<file path="src/rtl/fifo_rd_stream_if.sv">
// Valid/ready stream carrying words from the FIFO read side to a downstream sink.
interface fifo_rd_stream_if #(
    parameter int DSIZE = 8
);
    logic             m_valid;
    logic             m_ready;
    logic [DSIZE-1:0] m_data;

    modport master (output m_valid, output m_data, input m_ready);
    modport slave  (input m_valid, input m_data, output m_ready);
endinterface

</file>
<file path="src/rtl/fifo_rd_stream.sv">
// Read-side consumer for the async FIFO: pulls words into a small circular buffer
// and presents them on a valid/ready stream, counting accepted words.
module fifo_rd_stream #(
    parameter  int DSIZE      = 8,
    parameter  int RD_LAT     = 0,
    parameter  int OBUF_DEPTH = 4,
    parameter  int CNTW       = 16,
    localparam int OW         = $clog2(OBUF_DEPTH + 1)
) (
    input  logic                 rclk,
    input  logic                 rrst_n,
    input  logic                 rempty,
    input  logic [DSIZE-1:0]     rdata,
    output logic                 rinc,
    input  logic                 rflush,
    fifo_rd_stream_if.master     m,
    output logic [OW-1:0]        occ,
    output logic [CNTW-1:0]      xfer_cnt
);

    localparam int             IW        = $clog2(OBUF_DEPTH);
    localparam int             OW1       = OW + 1;
    localparam logic [IW-1:0]  LAST_IDX  = IW'(OBUF_DEPTH - 1);
    localparam logic [OW-1:0]  FULL_OCC  = OW'(OBUF_DEPTH);
    localparam logic [OW:0]    DEPTH_LVL = OW1'(OBUF_DEPTH);

    logic [DSIZE-1:0] mem [OBUF_DEPTH];
    logic [IW-1:0]    head;
    logic [IW-1:0]    tail;
    logic             inflight;
    logic             push;
    logic             pop;
    logic [OW:0]      level;

    function automatic logic [IW-1:0] next_idx(input logic [IW-1:0] idx);
        return (idx == LAST_IDX) ? '0 : idx + 1'b1;
    endfunction

    // A read still in flight already owns a buffer slot, so it counts toward the level.
    assign level = {1'b0, occ} + {{OW{1'b0}}, inflight};
    assign rinc  = !rrst_n && !rempty && !rflush && (level < DEPTH_LVL);

    assign m.m_valid = (occ != '0);
    assign m.m_data  = mem[head];
    assign pop       = m.m_valid && m.m_ready;
    assign push      = (RD_LAT == 0) ? rinc : (inflight && !rflush);

    always_ff @(posedge rclk or posedge rrst_n) begin
        if (rrst_n) begin
            head     <= '0;
            tail     <= '0;
            occ      <= '0;
            inflight <= 1'b0;
            xfer_cnt <= '0;
            for (int i = 0; i < OBUF_DEPTH; i++) begin
                mem[i] <= '0;
            end
        end else begin
            inflight <= (RD_LAT == 1) ? rinc : 1'b0;
            if (pop) begin
                xfer_cnt <= xfer_cnt + 1'b1;
            end
            // A flush drops everything buffered; a pop in the same cycle was still delivered.
            if (rflush) begin
                head <= '0;
                tail <= '0;
                occ  <= '0;
            end else begin
                if (push) begin
                    mem[tail] <= rdata;
                    tail      <= next_idx(tail);
                end
                if (pop) begin
                    head <= next_idx(head);
                end
                if (push && !pop) begin
                    occ <= occ + 1'b1;
                end else if (pop && !push) begin
                    occ <= occ - 1'b1;
                end
            end
        end
    end

    assert property (@(posedge rclk) disable iff (rrst_n) !(push && (occ == FULL_OCC)));

endmodule

</file>
<file path="src/flat_wrapper.sv">
// flat-port wrapper written by rule: the top's interface ports become plain ports
module fifo_rd_stream_flat 
#(
    parameter  int DSIZE      = 8,
    parameter  int RD_LAT     = 0,
    parameter  int OBUF_DEPTH = 4,
    parameter  int CNTW       = 16,
    localparam int OW         = $clog2(OBUF_DEPTH + 1)
)
  (rclk, rrst_n, rempty, rdata, rinc, rflush, occ, xfer_cnt, m_m_valid, m_m_data, m_m_ready);
  fifo_rd_stream_if #(.DSIZE(DSIZE)) m_i ();
  input  logic rclk;
  input  logic rrst_n;
  input  logic rempty;
  input  logic [DSIZE-1:0] rdata;
  output logic rinc;
  input  logic rflush;
  output logic [OW-1:0] occ;
  output logic [CNTW-1:0] xfer_cnt;
  output wire logic [$bits(m_i.m_valid)-1:0] m_m_valid;
  output wire logic [$bits(m_i.m_data)-1:0] m_m_data;
  input wire logic [$bits(m_i.m_ready)-1:0] m_m_ready;
  assign m_m_valid = m_i.m_valid;
  assign m_m_data = m_i.m_data;
  assign m_i.m_ready = m_m_ready;
  fifo_rd_stream #(.DSIZE(DSIZE), .RD_LAT(RD_LAT), .OBUF_DEPTH(OBUF_DEPTH), .CNTW(CNTW)) u_core (.rclk(rclk), .rrst_n(rrst_n), .rempty(rempty), .rdata(rdata), .rinc(rinc), .rflush(rflush), .m(m_i), .occ(occ), .xfer_cnt(xfer_cnt));
endmodule
</file>
<file path="config.mk">
export PLATFORM = sky130hd
export DESIGN_NAME = fifo_rd_stream_flat
export DESIGN_NICKNAME = d
export VERILOG_FILES = /design/src/rtl/fifo_rd_stream_if.sv /design/src/rtl/fifo_rd_stream.sv /design/src/flat_wrapper.sv
export SDC_FILE = /design/constraint.sdc
export NUM_CORES = 1
export LEC_CHECK = 0
export CORE_MARGIN = 2
export CORE_UTILIZATION = 40
export DETAILED_ROUTE_END_ITERATION = 7
export GPL_TIMING_DRIVEN = 0
export MAX_ROUTING_LAYER = met4
export PLACE_DENSITY_LB_ADDON = 0.05
export SYNTH_ARGS = -nofsm -noshare
export SYNTH_HDL_FRONTEND = slang
export SYNTH_SLANG_ARGS = --single-unit
</file>
<file path="constraint.sdc">
create_clock -name rclk -period 2.65 [get_ports rclk]
set_clock_uncertainty 0.15 [all_clocks]
set_input_delay 0.3975 -clock rclk [delete_from_list [all_inputs] [get_ports rclk]]
set_output_delay 0.3975 -clock rclk [all_outputs]
set_load 0.1 [all_outputs]
</file>
======== After elaboration in Yosys (flattened, before gate mapping) ========
Index checks and enable logic that the tools add are counted.
cells by class
  add/sub/neg operators ................... 5
  order comparisons ....................... 4
  equal/unequal tests ..................... 2
  mux-type cells .......................... 15
  bitwise operators ....................... 3
  reductions and logical operators ........ 17
operators by type and width
  cell                   number
  $bwmux 32              1
  $mux 8                 3
  $add 16x1->16 const B  1
  $bmux 8 s2             1
  $demux 8 s2            1
  $mux 2                 6
  $mux 3                 3
  $logic_and 1x1->1      7
  $ge 3x3->1 const B     2
  $not 2->3              2
  $reduce_bool 3->1      2
  $logic_not 1->1        5
  $add 2x1->2 const B    2
  $eq 2x2->1 const B     2
  $reduce_bool 2->1      2
  $add 3x1->3 const B    1
  $lt 3x1->1 const B     1
  $lt 3x3->1 const B     1
  $sub 3x1->3 const B    1
  $reduce_and 2->1       1
  $not 1->1              1
storage, ports and cells
  register bits after elaboration ......... 55
  bits of input ports ..................... 13
  output and inout port bits .............. 29
  word-level logic and storage cells ...... 54

======== Depth between registers and ports, before layout ========
Gate-level depths: netlist of run 1.
  word-level depth ........................ 9
  gate-level depth with buffers ........... 8
  mapped depth without buffers ............ 7

======== Worst setup path before layout of run 1 ========
OpenSTA, ideal clock, no wires.
  kind .................................... register -> register
  start point ............................. register u_core.occ[2]
  end point ............................... register u_core.occ[1]
  library setup time ...................... 0.104 ns
  arrival time ............................ 3.201 ns
  data required time ...................... 2.396 ns
  path slack .............................. -0.804 ns
  stages on the path, launching flop included .. 6
  buffers on the path ..................... 1
  clock period less this slack ............ 3.454 ns
  cells stage by stage .................... dfrtp_1 > buf_2 > nor4_4 > and2_1 > fa_1 > a221oi_1
on the way
  elaborated cells on any way between the ends .. 11
  classes of those cells .................. 1 x order compare; 2 x mux; 8 x reduce/logical
RTL lines
  element                                                      RTL line                                    source
  start, declared                                              fifo_rd_stream.sv:17                        output logic [OW-1:0] occ,
  start signal, assigned                                       fifo_rd_stream.sv:77                        occ <= occ + 1'b1;
  start signal, assigned                                       fifo_rd_stream.sv:79                        occ <= occ - 1'b1;
  $lt 3x3->1 *                                                 fifo_rd_stream.sv:41                        assign rinc = !rrst_n && !rempty && !rflush && (level < DEPTH_LVL);
  $logic_and 1x1->1 *                                          fifo_rd_stream.sv:41
  net rinc                                                     flat_wrapper.sv:16                          output logic rinc;
  $logic_and 1x1->1 / $logic_not 1->1 (equally long branches)  fifo_rd_stream.sv:76, fifo_rd_stream.sv:78
  $mux 3 / $logic_and 1x1->1 (equally long branches)           fifo_rd_stream.sv:76, fifo_rd_stream.sv:78
  $mux 3 / $reduce_bool 3->1 (equally long branches)           -
Mark *: on every way through the listed nets, which the timed path passes. The rest lies on a longest branch.
A chain may end at the register's enable or synchronous reset.

======== Worst setup path after layout of run 1 ========
  start point ............................. register u_core.head[0]
  end point ............................... output m_m_data[7]
on the way
  word-level cells in the longest chain between the ends .. 4
RTL lines
  element                                     RTL line              source
  start, declared                             fifo_rd_stream.sv:28  logic [IW-1:0] head;
  start signal, assigned                      fifo_rd_stream.sv:74  head <= next_idx(head);
  $not 2->3 (not written as such)             fifo_rd_stream.sv:44  assign m.m_data = mem[head];
  $bmux 8 s2                                  fifo_rd_stream.sv:44
  $mux 8 (not written as such) (2 in series)  fifo_rd_stream.sv:44
  end, declared                               flat_wrapper.sv:21    output wire logic [$bits(m_i.m_data)-1:0] m_m_data;
Every way passes these cells. The select of a mux whose other input is x is not followed.

==> results of run 1 <==
## cell families (layout without fill, tap and decap cells)
| logic type | Yosys count | in the layout | share of synthesized area (%) |
|---|---|---|---|
| compound gates | 8 | 8 | 2.161 |
| xor+xnor | 20 | 20 | 6.876 |
| fa+ha+maj | 6 | 6 | 3.242 |
| buf+inv | 11 | 59 | 2.013 |
| flops | 55 | 55 | 54.03 |
| mux | 41 | 41 | 21.61 |
| simple gates | 45 | 45 | 10.07 |
## what timing repair did
item	4_1_cts	5_1_grt
resized for setup	29	3
endpoints found under the setup margin	10	5
pin swaps	0	0
setup buffers	0	0
## cell type report
cell class | instances | area, µm²
fill | 546 | 3082
inverter | 6 | 22.52
clock buffer | 5 | 68.82
tap | 77 | 96.34
buffer | 4 | 31.28
multi-input combinational | 120 | 1120
sequential | 55 | 1378
timing repair buffer | 41 | 417.9
clock inverter | 3 | 25.02
## per-layer routing
metal | routed length [µm] | up-vias | track usage (%)
li1 | - | 751 | -
met1 | 2222 | 816 | 19.60
met2 | 2500 | 31 | 26.84
met3 | 175 | 4 | 3.858
met4 | 42 | 0 | 3.079
met5 | 0 | - | -
## cells in the final DEF (no fill, tap or decap), types with 2 or more instances in the layout
| cell type | instances |
|---|---|
| clkdlybuf4s15_2 | 7 |
| nor2_1 | 8 |
| and2_1 | 2 |
| ha_1 | 5 |
| dfrtp_1 | 54 |
| nand4_1 | 5 |
| and3_1 | 4 |
| nand2_2 | 4 |
| buf_6 | 2 |
| nand2_1 | 9 |
| nand3_1 | 5 |
| buf_2 | 3 |
| mux2_2 | 30 |
| mux2_1 | 2 |
| clkbuf_8 | 5 |
| nor3_2 | 2 |
| a21oi_1 | 2 |
| clkdlybuf4s50_1 | 30 |
| xor2_1 | 3 |
| mux4_2 | 8 |
| xnor2_1 | 17 |
| inv_1 | 5 |
| o21ai_0 | 3 |
| clkinv_4 | 2 |
## worst min path at each step
| stage | from | endpoint | slack (ns) | depth (start not counted) |
|---|---|---|---|---|
| after CTS | rflush | u_core.occ[2]$_DFFE_PP0P_ | 0.13 | 2 |
| after floorplan | u_core.mem[0]$_DFFE_PP0P_ | u_core.mem[0]$_DFFE_PP0P_ | 0.31 | 1 |
| after detailed placement | u_core.xfer_cnt[15]$_DFFE_PP0P_ | u_core.xfer_cnt[15]$_DFFE_PP0P_ | 0.33 | 1 |
| after global routing | rflush | u_core.occ[0]$_DFFE_PP0P_ | 0.12 | 2 |
| final | rflush | u_core.occ[2]$_DFFE_PP0P_ | 0.14 | 2 |
| after global placement | u_core.xfer_cnt[15]$_DFFE_PP0P_ | u_core.xfer_cnt[15]$_DFFE_PP0P_ | 0.31 | 1 |
## registers in the layout (all words and copies together) (netlist names)
| register | flops |
|---|---|
| u_core.xfer_cnt | 16 |
| u_core.mem | 32 |
| u_core.tail | 2 |
| u_core.head | 2 |
| u_core.occ | 3 |
## power by group through the flow
stage	clock network, µW	logic (µW)	registers, µW
floorplan	0	1320	1560
finish	462	2050	1210
detailed placement	0	2120	1220
global route	522	2150	1250
CTS	481	2090	1210
global placement	0	2090	1200
## metrics by stage
stage | setup slack (ns) | total power, µW | instances
finish | 0.1004 | 3729 | 311
global placement | -0.5357 | 3282 | 303
global route | 0.001643 | 3919 | 311
CTS | 0.003584 | 3779 | 312
floorplan | -0.4755 | 2881 | 186
detailed placement | -0.6088 | 3344 | 304
## worst reg2reg max path, cell delays in order (launching register included)
cell and delay, ns:
dfrtp_2 0.42, buf_6 0.14, o31ai_2 0.51, and2_1 0.23
fa_1 0.19, inv_1 0.06, nor4_1 0.21, a21oi_1 0.07
a21oi_1 0.14
==> results.md, run 1 <==
- Slew @ Worst Pin: 0.9951 ns
- Core Util, Final: 50.62%
- Reg2reg path depth: 8
- FF-to-FF setup slack: 0.46 ns
- Drt total wl: 4941 µm
- Maximum vdd drop: 967.4 µV
- Hold Fails Final Rpt: 0
- Switching share of total power: 51.18%
- FF-to-FF End: u_core.occ[2]$_DFFE_PP0P_
- Mapped Nets: 205
- Crit Path Category: flop to output pin
- CTS Hold Buffers Added: 0
- Final Cycle Share: 96.21%
- EDFF count, synth: 0
- Yosys top cell by area: dfrtp_1
- Clk_lat worst skew: 0.30 ns
- CP startpoint kind: flop
- Top delay family on crit path: buffers and inverters
- Post-layout min period: 2.550 ns
- WP data arrival: 2.00 ns
- Fin. max-slew vios: 0
- Root Driver: clkbuf_8
- Yosys warns: 0
- Starting Density: 40.82%
- Area delta synth->final: 24.02%
- Port buffer count: 40
- Avg Vias per Cell: 5.151
- Post-synth top flop: dfrtp_1
- Status: finished clean
- Initial antenna violation count: 0
- Die height: 83.81 µm
- Post-synthesis sequential area ratio: 54.03%
- Setup Viol. Count Final: 0
- Core box area: 6241 µm²
- Crit path to: m_m_data[7]
- Layout Nets: 252
- Placed Area: 3072 µm²
- Drt first-iter violations: 76
- Die W: 83.81 µm
- Num CTS Buffers: 5
- Residual DRC: 0
- Clk sink count: 55
- CP Max Fanout: 10
- Top cells by count, synth: dfrtp_1 (55), mux2_2 (30), xnor2_1 (17)
- Share of layout cells above drive strength 1: 29.91%
- Clock Power Share: 12.4%
- Antenna viol nets, final: 0
- P_sw: 1909 µW
- Relative slew slack: 33.45%
- Critical path startpoint: u_core.head[0]$_DFFE_PP0P_
- Clock Tree Buf Depth: 2
- Vias in the first global route: 1758
- Routed vias: 1602
- Kind of end point of the critical path: output pin
- GP Congestion: 0.7471
- Num rows: 29
- CP max stage cell: mux4_2
- Largest net degree at the start of global routing: 45
- Cell variety after synth: 33
- ANT cells: 0
- Synth Register Bits: 55
- Final TNS setup: 0 ns
- P_int: 1821 µW
- Fin area: 3159 µm²
- I/O pins: 42
- Leakage: 0.001382 µW
- RSZ-0062 raised after global routing: false
- Worst Path Required: 2.10 ns
- Gr usage total: 15.85%
- Cell Area, Synth: 2547 µm²
- Maxcap violations: 0
- H-tree depth: 2
- First drt pass iteration count: 4
- Die area: 7023 µm²
- Cell with the most instances after synthesis: dfrtp_1
- Global-route wire length before repair: 8611 µm
- Largest cells by area after synthesis: dfrtp_1 (54%), mux2_2 (13%), mux4_2 (7.1%)
- Worst Hold Class: input pin to flop
- Fmax: 392.2 MHz
- Synth Instances: 186
- Worst-path cell chain: buf_2 -> mux4_2 -> clkdlybuf4s15_2
- TritonCTS clock tree: done
- Hold slack: 0.1375 ns
- Synth top area share: 54.03%
- Detailed-placement wirelength estimate: 3572 µm
- Worst r2r src: u_core.occ[2]$_DFFE_PP0P_
- Comb pwr share: 55.1%
- WL/cell: 15.89 µm
- PD cells: 1180 nW/µm²
- Worst path depth: 3
- Power share of the sequential group: 32.5%
- Post-synthesis average cell area: 13.70 µm²
- Worst-path clk slew: 0.09 ns
- CP max stage delay: 0.57 ns
- GRT overflow: 0
- Buf/Inv on CP: 2
- Async set-reset flop share out of synthesis: 100.0%
Power figures use the tool's default switching activity.
==> inputs of run 2 (changes only) <==
CORE_MARGIN = 4   (was 2)
GPL_TIMING_DRIVEN = default   (was 0)
==> run 2 against run 1 <==
Sequential share of layout area down 0.55 points. Non-clock buffer count grew 1. Cell area increased by 1.3%. Clock power decreased by 3%. Power rose by 6.8%. Via count down 0.62%. Maximum frequency grew 17%. Clock-buffer cell count is 1 higher. Core utilization up 2.2 points. First-iteration DRC count decreased by 22%. Register-to-register slack improved by 0.09 ns. Sequential cell count is the same.
==> results.md, run 2 (synthesis results as in run 1) <==
- Status: finished clean
- I/O pins: 42 (unchanged)
- Reg2reg path depth: 7 (-1)
- Starting Density: 42.03% (+1.2 points)
- Fin. max-slew vios: 0 (unchanged)
- Placed Area: 3114 µm² (+1.4%)
- WL/cell: 16.10 µm (+1.3%)
- Kind of end point of the critical path: output pin
- FF-to-FF setup slack: 0.55 ns (+0.09 ns)
- Num CTS Buffers: 5 (unchanged)
- TritonCTS clock tree: done
- Hold depth: 1 (-1)
- WP data arrival: 1.64 ns (-0.36 ns)
- RSZ-0062 raised after global routing: false
- CP max stage cell: clkdlybuf4s50_1
- Maxcap violations: 0 (unchanged)
- Final Cycle Share: 82.45% (-14 points)
- Vias in the first global route: 1757 (-0.057%)
- Fin area: 3199 µm² (+1.3%)
- GRT overflow: 0 (unchanged)
- Num rows: 28 (-3.4%)
- Drt first-iter violations: 59 (-22%)
- Die W: 87.81 µm (+4.8%)
- Largest net degree at the start of global routing: 35 (-22%)
- Share of layout cells above drive strength 1: 38.30% (+8.4 points)
- Drt total wl: 4991 µm (+1.0%)
- Clock Tree Buf Depth: 2 (unchanged)
- Commonest non-fill, non-tap cell in the layout: dfrtp_1
- Hold path start: u_core.xfer_cnt[15]$_DFFE_PP0P_
- Die height: 87.81 µm (+4.8%)
- Hold Path Sink: u_core.xfer_cnt[15]$_DFFE_PP0P_
- Commonest non-fill, non-tap cells in the layout: dfrtp_1 (54), mux2_2 (30), buf_4 (24), xnor2_1 (17), clkdlybuf4s50_1 (12)
- Avg Vias per Cell: 5.135 (-0.30%)
- Residual DRC: 0 (unchanged)
- Antenna viol nets, final: 0 (unchanged)
- Root Driver: clkbuf_8
- Maximum vdd drop: 813.1 µV (-16%)
- Routed vias: 1592 (-0.62%)
- GP Congestion: 0.7625 (+2.1%)
- Clk sink count: 55 (unchanged)
- CTS Hold Buffers Added: 0 (unchanged)
- Clk_lat worst skew: 0.30 ns (about the same)
- CP startpoint kind: input pin
- Post-layout min period: 2.185 ns (-0.3646 ns)
- Largest register by flop count: u_core.mem
- Detailed-placement wirelength estimate: 3774 µm (+5.7%)
- Worst r2r src: u_core.occ[0]$_DFFE_PP0P_
- PD cells: 1245 nW/µm² (+5.5%)
- ANT cells: 0 (unchanged)
- Hold slack: 0.3274 ns (+0.1899 ns)
- Worst-path clk slew: 0.10 ns (about the same)
- CP Max Fanout: 5 (-5)
- Worst Hold Class: flop to flop
- H-tree depth: 2 (unchanged)
- Initial antenna violation count: 0 (unchanged)
- Layout Nets: 253 (+0.40%)
- Gr usage total: 14.79% (-1.1 points)
- Post-CTS setup buffers: 0 (unchanged)
- Slew @ Worst Pin: 0.5034 ns (-0.4917 ns)
- Crit Path Category: input pin to output pin
- Post_cts resized: 0 (-100%)
- Biggest regs: u_core.mem: 32 flops, u_core.xfer_cnt: 16 flops, u_core.occ: 3 flops
- Worst-path cell chain: clkdlybuf4s50_1 -> nor4_4 -> buf_4 -> buf_12
- Area delta synth->final: 25.59%
- Leakage: 0.001458 µW (+5.5%)
- Max reg flops: 32 (unchanged)
- Port buffer count: 41 (+2.5%)
- Global-route wire length before repair: 8383 µm (-2.6%)
- CP max stage delay: 0.53 ns (-0.04 ns)
- Fill cell count: 517 (-5.3%)
- Relative slew slack: 66.24% (+33 points)
- Die area: 7710 µm² (+9.8%)
- Setup Viol. Count Final: 0 (unchanged)
- Core Util, Final: 52.79% (+2.2 points)
- FF-to-FF End: u_core.occ[2]$_DFFE_PP0P_
- First drt pass iteration count: 4 (unchanged)
- Hold Fails Final Rpt: 0 (unchanged)
- Worst Path Required: 2.10 ns (about the same)
- Fmax: 457.7 MHz (+17%)
- Core box area: 6061 µm² (-2.9%)
run 2: cell count changes in the layout (fill, tap and decap cells not counted):
cell and delta:
buf_12 +9, buf_2 -3, buf_4 +24, buf_6 -2
clkdlybuf4s15_2 -7, clkdlybuf4s50_1 -18, clkinv_2 +1, clkinv_4 -2
dlygate4sd2_1 -1
run 2: layout make-up:
type                       count  area (µm²)  area share, %
sequential                    55        1378          43.06
multi-input combinational    120        1120          35.00
timing repair buffer          46       500.5          15.64
tap                           75       93.84          2.933
clock buffer                   6       72.57          2.268
inverter                       6       22.52         0.7039
clock inverter                 2       12.51         0.3911
run 2: where the power goes:
group          total (µW)  internal [µW]  switching [µW]  leakage (µW)
Sequential           1230           1050             177      0.000727
Combinational        2310            800            1510      0.000690
Clock                 448            185             262     0.0000412
run 2: how the worst max path moves through the flow:
stage	start	end	slack (ns)	depth (start not counted)
global route	u_core.occ[0]$_DFFE_PP0P_	u_core.occ[2]$_DFFE_PP0P_	0.36	7
finish	rrst_n	rinc	0.46	4
global placement	m_m_ready	u_core.occ[2]$_DFFE_PP0P_	0.38	7
CTS	rrst_n	rinc	0.46	4
detailed placement	m_m_ready	u_core.occ[2]$_DFFE_PP0P_	0.30	7
floorplan	u_core.occ[2]$_DFFE_PP0P_	u_core.occ[1]$_DFFE_PP0P_	-0.48	5
run 2: routing by layer:
layer  vias to the layer above  share of wire (%)  GRT usage [%]
met5                         -                  0              -
met3                        10                4.4          3.198
met4                         0                1.8          4.742
met1                       799                 41          16.63
met2                        28                 53          26.10
li1                        755                  -              -
run 2: worst max-delay path: cells and delay by family:
family | cells | cell delay (ns)
buffers and inverters | 3 | 0.92
and+or+nand+nor | 1 | 0.31
run 2: stage by stage:
stage               setup TNS (ns)  power (µW)  instances  worst slack (ns)
floorplan                   -8.953        2881        186           -0.4755
detailed placement               0        3581        302            0.2975
finish                           0        3983        310            0.4650
global route                     0        4155        310            0.3601
global placement                 0        3525        302            0.3780
CTS                              0        4033        310            0.4558
==> inputs of run 3 (changes only) <==
clock period = 1.9 ns   (was 2.65 ns; I/O delays follow)
==> run 3 against run 2 <==
The flow now finishes with violations (setup timing). First-iteration DRC count rose by 6.8%. Global-route usage rose by 0.49 points. Register-to-register slack got worse by 0.48 ns. Clock-buffer cell count rose by 1.
==> results.md, run 3 (synthesis results as in run 1) <==
- Setup Viol. Count Final: 8 (+8)
- Crit Path Category: flop to output pin
- Status: finished with violations
- Buf/Inv on CP: 2 (-1)
- Gr usage total: 15.28% (+0.49 points)
- Num rows: 28 (unchanged)
- Setup ws final: -0.1553 ns (-0.6203 ns)
- Register area: 1379 µm² (about the same)
- CP max stage cell: mux4_2
- Die W: 87.81 µm (unchanged)
- Port buffer count: 41 (unchanged)
- GRT overflow: 0 (unchanged)
- Kind of end point of the critical path: output pin
- Antenna viol nets, final: 0 (unchanged)
- Routed vias: 1664 (+4.5%)
- Hold Fails Final Rpt: 0 (unchanged)
- H-tree depth: 2 (unchanged)
- Worst Path Required: 1.46 ns (-0.64 ns)
- TritonCTS clock tree: done
- Biggest regs: u_core.mem: 32 flops, u_core.xfer_cnt: 16 flops, u_core.occ: 3 flops
- Area delta synth->final: 43.37%
- First drt pass iteration count: 4 (unchanged)
- Core box area: 6061 µm² (unchanged)
- Drt first-iter violations: 63 (+6.8%)
- Max reg flops: 32 (unchanged)
- Clock Tree Buf Depth: 2 (unchanged)
- Root Driver: clkbuf_8
- CTS Hold Buffers Added: 0 (unchanged)
- Initial antenna violation count: 0 (unchanged)
- Layout Nets: 270 (+6.7%)
- Residual DRC: 0 (unchanged)
- CP startpoint kind: flop
- Commonest non-fill, non-tap cell in the layout: dfrtp_1
- Fin. max-slew vios: 0 (unchanged)
- Worst-path cell chain: buf_4 -> mux4_2 -> buf_12
- Slew @ Worst Pin: 0.3069 ns (-0.1965 ns)
- Detailed-placement wirelength estimate: 3927 µm (+4.1%)
- Clk sink count: 55 (unchanged)
- RSZ-0062 raised after global routing: true
- Failing checks: setup timing
- ANT cells: 0 (unchanged)
- Worst-path clk slew: 0.09 ns (about the same)
- WP data arrival: 1.62 ns (-0.02 ns)
- Final Cycle Share: 108.2%
- FF-to-FF setup slack: 0.07 ns (-0.48 ns)
- GP Congestion: 0.8013 (+5.1%)
- Core Util, Final: 60.26% (+7.5 points)
- Fmax: 486.5 MHz
- Clk_lat worst skew: 0.30 ns (about the same)
- Relative slew slack: 79.47% (+13 points)
- I/O pins: 42 (unchanged)
- Commonest non-fill, non-tap cells in the layout: dfrtp_1 (53), buf_12 (31), mux2_2 (30), xnor2_1 (17), buf_4 (16)
- Largest net degree at the start of global routing: 39 (+11%)
- Avg Vias per Cell: 5.089 (-0.91%)
- Area of the multi-input gates: 1145 µm² (+2.2%)
- Fill cell count: 491 (-5.0%)
- Post-layout min period: 2.055 ns
- Top delay family on crit path: multiplexers
- Vias in the first global route: 1802 (+2.6%)
- Die height: 87.81 µm (unchanged)
- Starting Density: 42.03% (unchanged)
- CP Max Fanout: 3 (-2)
- Power, Total: 6122 µW (+54%)
- Global-route wire length before repair: 8859 µm (+5.7%)
- Largest register by flop count: u_core.mem
- Leakage: 0.001634 µW (+12%)
- Drt total wl: 5196 µm (+4.1%)
- Maxcap violations: 0 (unchanged)
- Die area: 7710 µm² (unchanged)
- PD cells: 1676 nW/µm² (+35%)
- CP max stage delay: 0.54 ns (about the same)
- Share of layout cells above drive strength 1: 45.24% (+6.9 points)
- Worst Hold Class: input pin to flop
- WL/cell: 15.89 µm (-1.3%)
- Maximum vdd drop: 1066 µV (+31%)
- Num CTS Buffers: 5 (unchanged)
- Final TNS setup: -1.096 ns (-1.096 ns)
==> run 3: final cells by class <==
class | count | area share, %
multi-input combinational | 120 | 31.35
clock buffer | 7 | 2.638
sequential | 55 | 37.75
timing repair buffer | 63 | 24.87
tap | 75 | 2.569
inverter | 6 | 0.6167
clock inverter | 1 | 0.2056
==> run 3: worst register-to-register path, delay by kind of cell (launching register included) <==
kind | cells | cell delay, ns
AND/OR/NAND/NOR | 2 | 0.43
adder cells (fa/ha/maj) | 1 | 0.21
buffers and inverters | 2 | 0.19
AO/OA/AOI/OAI | 3 | 0.37
flip-flops | 1 | 0.42
==> run 3: final timing paths <==
path,end,cells after the start,start
min reg2reg,u_core.mem[4]$_DFFE_PP0P_,1,u_core.mem[4]$_DFFE_PP0P_
max in group asynchronous,u_core.occ[0]$_DFFE_PP0P_,4,rrst_n
min in group asynchronous,u_core.xfer_cnt[5]$_DFFE_PP0P_,4,rrst_n
max reg2reg,u_core.occ[2]$_DFFE_PP0P_,8,u_core.occ[0]$_DFFE_PP0P_
min,u_core.occ[0]$_DFFE_PP0P_,3,rflush
max,m_m_data[2],3,u_core.head[0]$_DFFE_PP0P_
==> run 3: per-stage QoR <==
stage          hold slack (ns)  cells  setup slack (ns)  cell area (µm²)
5_1_grt                 0.2572    327           -0.2089             3652
3_5_place_dp            0.3422    315           -0.2665             3477
2_1_floorplan           0.2667    186            -1.225             2557
3_3_place_gp            0.3204    315           -0.1838             3477
6_report                0.2401    327           -0.1553             3652
4_1_cts                 0.3643    324           -0.1696             3600
==> run 3: routing by layer <==
metal | share of wire, % | vias to the layer above | track usage, %
met5 | 0 | - | -
met4 | 1.2 | 0 | 4.184
met3 | 4.6 | 6 | 3.481
met2 | 53 | 40 | 25.82
met1 | 41 | 836 | 18.37
li1 | - | 782 | -
==> run 3: report_power, final <==
part	switching, µW	total [µW]	internal [µW]
sequential	256	1720	1470
clock	367	699	332
combinational	2200	3700	1490
total	2830	6120	3300
==> run 3: repair_timing <==
action,CTS,global route
pin swaps,0,4
resized for setup,3,8
buffers inserted,1,3
endpoints found under the setup margin,9,12
gates cloned,0,0
